### config.mk
export PLATFORM = sky130hd
export DESIGN_NAME = regfile_wb_arbiter
export DESIGN_NICKNAME = d
export VERILOG_FILES = /design/src/rtl/regfile_wb_arbiter.sv
export SDC_FILE = /design/constraint.sdc
export NUM_CORES = 1
export LEC_CHECK = 0
export CORE_ASPECT_RATIO = 0.75
export CORE_MARGIN = 2
export CORE_UTILIZATION = 40
export DETAILED_ROUTE_END_ITERATION = 8
export GPL_TIMING_DRIVEN = 0
export PLACE_DENSITY_LB_ADDON = 0.3
export RECOVER_POWER = 25
export SLEW_MARGIN = 20
export SYNTH_ARGS = -nofsm -noshare
export SYNTH_HDL_FRONTEND = slang
export SYNTH_SLANG_ARGS = --single-unit
### constraint.sdc
create_clock -name clk -period 11.8 [get_ports clk]
set_clock_uncertainty 0.05 [all_clocks]
set_input_delay 2.36 -clock clk [delete_from_list [all_inputs] [get_ports clk]]
set_output_delay 2.36 -clock clk [all_outputs]
set_load 0.05 [all_outputs]
### src/rtl/regfile_wb_arbiter.sv
`default_nettype none
// ============================================================================
// Module      : regfile_wb_arbiter
// Description : Write-back arbiter in front of the register file write port.
//               Merges the in-order MEM/WB result (priority) with results
//               from a long-latency unit buffered in a small FIFO. Handles
//               WAW squashing, starvation stalls and a pending-rd mask.
// Revision    : 1.0 - initial release
// ============================================================================
module regfile_wb_arbiter #(
  parameter int XLEN         = 64,
  parameter int DEPTH        = 4,
  parameter int STARVE_LIMIT = 8
) (
  input  logic            clk,
  input  logic            rst,
  input  logic            pipe_we,
  input  logic [4:0]      pipe_rd,
  input  logic [XLEN-1:0] pipe_data,
  output logic            pipe_stall,
  input  logic            lu_valid,
  input  logic [4:0]      lu_rd,
  input  logic [XLEN-1:0] lu_data,
  output logic            lu_ready,
  output logic            rf_we,
  output logic [4:0]      rf_waddr,
  output logic [XLEN-1:0] rf_wdata,
  output logic [31:0]     pending_mask
);

  localparam int AW = $clog2(DEPTH);
  localparam int SW = $clog2(STARVE_LIMIT + 1);
  localparam logic [SW-1:0] STARVE_MAX = SW'(STARVE_LIMIT);
  localparam logic [AW:0]   PTR_ONE    = (AW + 1)'(1);
  localparam logic [SW-1:0] STARVE_ONE = SW'(1);

  logic [4:0]       ent_rd_q   [DEPTH];
  logic [4:0]       ent_rd_d   [DEPTH];
  logic [XLEN-1:0]  ent_data_q [DEPTH];
  logic [XLEN-1:0]  ent_data_d [DEPTH];
  logic [DEPTH-1:0] ent_vld_q, ent_vld_d;
  logic [AW:0]      wptr_q, wptr_d, rptr_q, rptr_d;
  logic [SW-1:0]    starve_q, starve_d;
  logic             lu_ready_q, lu_ready_d;
  logic             rf_we_q, rf_we_d;
  logic [4:0]       rf_waddr_q, rf_waddr_d;
  logic [XLEN-1:0]  rf_wdata_q, rf_wdata_d;

  logic             empty, pipe_eff, lu_push, pop;
  logic [AW-1:0]    head, tail;

  // Arbitration decisions for this cycle, from registered state and inputs.
  always_comb begin
    empty      = (wptr_q == rptr_q);
    pipe_stall = (starve_q == STARVE_MAX) && !empty;
    pipe_eff   = pipe_we && (pipe_rd != 5'd0) && !pipe_stall;
    // Pushes to x0 are handshaken but never occupy a slot.
    lu_push    = lu_valid && lu_ready_q && (lu_rd != 5'd0);
    pop        = !pipe_eff && !empty;
    head       = rptr_q[AW-1:0];
    tail       = wptr_q[AW-1:0];
  end

  // Next-state for FIFO, starvation counter and the registered write port.
  always_comb begin
    ent_rd_d   = ent_rd_q;
    ent_data_d = ent_data_q;
    ent_vld_d  = ent_vld_q;
    wptr_d     = wptr_q;
    rptr_d     = rptr_q;
    starve_d   = starve_q;
    rf_we_d    = 1'b0;
    rf_waddr_d = rf_waddr_q;
    rf_wdata_d = rf_wdata_q;

    // A pipe result is younger than anything queued: kill older writes to rd.
    if (pipe_eff) begin
      for (int i = 0; i < DEPTH; i++) begin
        if (ent_rd_q[i] == pipe_rd) begin
          ent_vld_d[i] = 1'b0;
        end
      end
    end

    if (pipe_eff) begin
      rf_we_d    = 1'b1;
      rf_waddr_d = pipe_rd;
      rf_wdata_d = pipe_data;
    end else if (pop) begin
      ent_vld_d[head] = 1'b0;
      rptr_d          = rptr_q + PTR_ONE;
      if (ent_vld_q[head]) begin
        rf_we_d    = 1'b1;
        rf_waddr_d = ent_rd_q[head];
        rf_wdata_d = ent_data_q[head];
      end
    end

    // Head and tail slots differ whenever a push and a pop coincide, so the
    // push may write its slot unconditionally.
    if (lu_push) begin
      ent_rd_d[tail]   = lu_rd;
      ent_data_d[tail] = lu_data;
      ent_vld_d[tail]  = !(pipe_eff && (lu_rd == pipe_rd));
      wptr_d           = wptr_q + PTR_ONE;
    end

    if (empty || pop) begin
      starve_d = '0;
    end else if (starve_q != STARVE_MAX) begin
      starve_d = starve_q + STARVE_ONE;
    end

    lu_ready_d = !((wptr_d[AW] != rptr_d[AW]) &&
                   (wptr_d[AW-1:0] == rptr_d[AW-1:0]));
  end

  // State registers with asynchronous reset.
  always_ff @(posedge clk or posedge rst) begin
    if (rst) begin
      for (int i = 0; i < DEPTH; i++) begin
        ent_rd_q[i]   <= '0;
        ent_data_q[i] <= '0;
      end
      ent_vld_q  <= '0;
      wptr_q     <= '0;
      rptr_q     <= '0;
      starve_q   <= '0;
      lu_ready_q <= 1'b1;
      rf_we_q    <= 1'b0;
      rf_waddr_q <= '0;
      rf_wdata_q <= '0;
    end else begin
      ent_rd_q   <= ent_rd_d;
      ent_data_q <= ent_data_d;
      ent_vld_q  <= ent_vld_d;
      wptr_q     <= wptr_d;
      rptr_q     <= rptr_d;
      starve_q   <= starve_d;
      lu_ready_q <= lu_ready_d;
      rf_we_q    <= rf_we_d;
      rf_waddr_q <= rf_waddr_d;
      rf_wdata_q <= rf_wdata_d;
    end
  end

  // Destinations still owed a write by the long-latency path.
  always_comb begin
    pending_mask = '0;
    for (int i = 0; i < DEPTH; i++) begin
      if (ent_vld_q[i]) begin
        pending_mask[ent_rd_q[i]] = 1'b1;
      end
    end
    pending_mask[0] = 1'b0;
  end

  assign lu_ready = lu_ready_q;
  assign rf_we    = rf_we_q;
  assign rf_waddr = rf_waddr_q;
  assign rf_wdata = rf_wdata_q;

endmodule
`default_nettype wire

==> flow_summary.yaml <==
logic_synthesis:
  synth_top_area_cell: "dfrtp_1"
  synth_edf_count: 0
  yosysUniqueCellTypes: 54
  seq_area_frac_synth: 0.526
  async_flop_share: 1.00
  syn_nets: 1360
  synth_top_area_share: 0.524
  synthCells: 1208
  synth.avg_cell_area_sq_um: 14.2
  synth_area_sq_um: 17200
  ys_warn_count: 0
  synthTopCellsByArea: "dfrtp_1 (52%), mux2_2 (17%), mux4_2 (9.2%), a221o_1 (2.9%), mux2i_1 (1.9%)"
  ys_ff_latch: 361
  synth_ff_type: "dfrtp_1"
global_route:
  grt.overflow.total: 0
  grt_pass1_wl_mm: 74.8
  grt_max_degree: 35
  grt_usage: 0.218
  antenna_found_initial: 7
  grt_pass1_vias: 12269
detailed_routing:
  drtIter0Drc: 728
  route.detailed.drc: 0
  vias_per_cell: 5.52
  wirelength_mm: 48.5
  antenna_left: 0
  wl_per_cell_um: 23.1
  first_pass_iters: 5
  vias: 11603
timing:
  slew_headroom: -0.238
  clock.fmax_ghz: 0.158
  maxSlewViolCount: 123
  rsz0062_at_grt: "false"
  fin_crit_ps: 6340
  finalHoldViolations: 0
  fin_crit_sh: 0.538
  setup_viol: 0
  worst_pin_slew_ps: 1860
  fin_tns_setup_ps: 0
power_and_ir_drop:
  ir_worst_vdd_v: 0.000153
  power_density_nw_per_um2: 307
  p_leak_nw: 8.95
  finalPower_w: 0.00666
critical_path:
  reg2reg_slack_ps: 8670
  crit_family: "buffers and inverters"
  crit_end: "ent_data_q[79]"
  reg2reg_to: "ent_vld_q[1]"
  cp-startpoint: "rst"
  crit_fanout: 27
  arrival_ps: 6740
  ff2ff_path_depth: 7
  cp.depth: 5
  r2r-start: "rptr_q[1]"
  cp_cell_sequence: "dlygate4sd3_1, clkinvlp_2, clkbuf_1, clkbuf_1, clkbuf_1"
  max_stage_delay_ps: 1080
  cp.required_ps: 12200
  start_kind: "input port"
  setup.worst_path.end_class: "asynchronous set/reset pin"
  path_class: "in -> async"
  crit_slowest_cell: "clkbuf_1"
  crit_path_frequent_cell: "clkbuf_1"
  worst-path-buf-inv: 5
clock_network:
  postCtsSetupRepairBufs: 0
  cts_buffer_depth: 3
  clk_latency_ps: 540
  cts.sinks: 361
  ctsHoldBuffers: 0
  htree_levels: 2
  cts_resized: 0
  numCtsBuffers: 39
  cts_tree: "done"
  cts-root-buf: "clkbuf_16"
  clk_pin_slew_ps: 60
floorplan:
  die_y_um: 184
  die_w_um: 243
  initial_core_util: 0.407
  dieArea_sq_um: 44700
  ios: 246
  fp.coreArea_sq_um: 42200
  rows: 65
placed_design:
  gp_congestion: 0.874
  portBuffers: 238
  hpwl_mm: 34.3
hold_path:
  hold_path_startpoint: "ent_data_q[167]"
  worstHoldPathType: "reg -> reg"
final_layout:
  area_growth_pct: 26.4
  fill_cells: 3583
  drive_gt1_frac: 0.308
  final_nets: 1651
flow_run:
  drv_cap: 4
run_status:
  violations: "max-capacitance violations, max-slew violations"
  outcome: "finished with violations"
state kept, by name, indices dropped and copies added, names as in the netlist:
| signal | count |
|---|---|
| ent_data_q | 256 |
| rf_wdata | 64 |
| ent_rd_q | 20 |
| rf_waddr | 5 |
| ent_vld_q | 4 |
| starve_q | 4 |
| rptr_q | 3 |
| wptr_q | 3 |
| lu_ready | 1 |
| rf_we | 1 |
cells in the mapped netlist (15+ instances only):
cell,number
a221o_1,50
buf_2,31
buf_4,16
clkbuf_1,41
dfrtp_1,360
mux2_2,266
mux2i_1,32
mux4_2,70
nand2_1,36
nand3_1,27
nor2_1,20
nor2b_1,29
o21ai_0,15
o21ai_1,17
xnor2_1,18
xor2_1,15
worst min-delay path by stage:
stage,to,slack [ps],cells after the start
2_1_floorplan,starve_q[0],400,1
3_3_place_gp,ent_data_q[254],420,1
3_5_place_dp,ent_data_q[167],430,1
4_1_cts,starve_q[0],440,1
5_1_grt,ent_data_q[124],460,1
6_report,ent_data_q[167],450,1
cell usage in the layout (no fill, tap or decap), types with 7 or more instances in the layout:
master	Yosys	final
o221ai_1	14	14
buf_4	16	16
nand2_1	36	36
nor3b_1	8	8
o21ai_0	15	15
clkbuf_8	0	11
o22ai_1	13	13
xnor2_1	18	18
nand3b_1	11	11
inv_1	8	7
mux4_2	70	70
and3_1	10	10
and2b_1	8	8
a22oi_1	13	13
mux2i_1	32	32
clkbuf_1	41	56
mux2_2	266	266
clkbuf_16	0	40
buf_2	31	31
o21ai_1	17	17
ha_1	10	10
a221o_1	50	50
mux2_1	10	10
nand3_1	27	27
dfrtp_1	360	360
nor2_1	20	20
clkdlybuf4s50_1	0	237
nor2b_1	29	29
xor2_1	15	15
cell type report:
cell class	instances	area [sq um]	share of cell area
Clock buffer	61	1190	0.0548
Sequential cell	361	9030	0.416
Antenna cell	5	12.5	0.000576
Clock inverter	9	110	0.00507
Tap cell	569	712	0.0328
Multi-Input combinational cell	747	7670	0.353
Buffer	92	454	0.0209
Inverter	8	31.3	0.00144
Timing Repair Buffer	250	2510	0.115
where the power goes:
part           switching (W)  total, W  internal, W
Combinational        0.00170   0.00320      0.00150
Sequential          0.000351   0.00222      0.00187
Clock               0.000501   0.00124     0.000738
cell families (layout without fill, tap and decap cells):
kind of cell / Yosys count / after routing / share of synthesized area
mux: 379 / 379 / 0.292
flops: 361 / 361 / 0.526
simple gates: 176 / 176 / 0.0582
compound gates: 145 / 145 / 0.0683
buf+inv: 100 / 420 / 0.0280
xor+xnor: 36 / 36 / 0.0204
fa+ha+maj: 10 / 10 / 0.00728
other cells: 1 / 6 / 0.000218
metrics by stage:
stage	hold slack [ps]	instances	utilization	setup WS [ps]	cell area [sq um]
floorplan	401	1208	-	4550	17200
global placement	422	2015	0.481	2130	20300
detailed placement	431	2027	0.487	6570	20500
CTS	444	2097	0.517	6250	21800
global route	458	2098	0.514	4530	21700
finish	446	2102	0.515	5460	21700
worst register-to-register path, stage by stage, from the launching register on:
cell and delay, ps:
dfrtp_1 390, clkbuf_1 570, xor2_1 220, nor3_2 280, o221ai_1 360, buf_2 380, nor4_2 540, o32ai_1 190
metal layers:
metal	vias to the layer above	global-route usage	part of all wire
met5	-	0	0.0011
met4	8	0.0501	0.018
met3	63	0.0417	0.058
met2	333	0.355	0.47
met1	6060	0.304	0.45
li1	5139	-	-
Note: power is estimated with default switching activity, not from simulation.
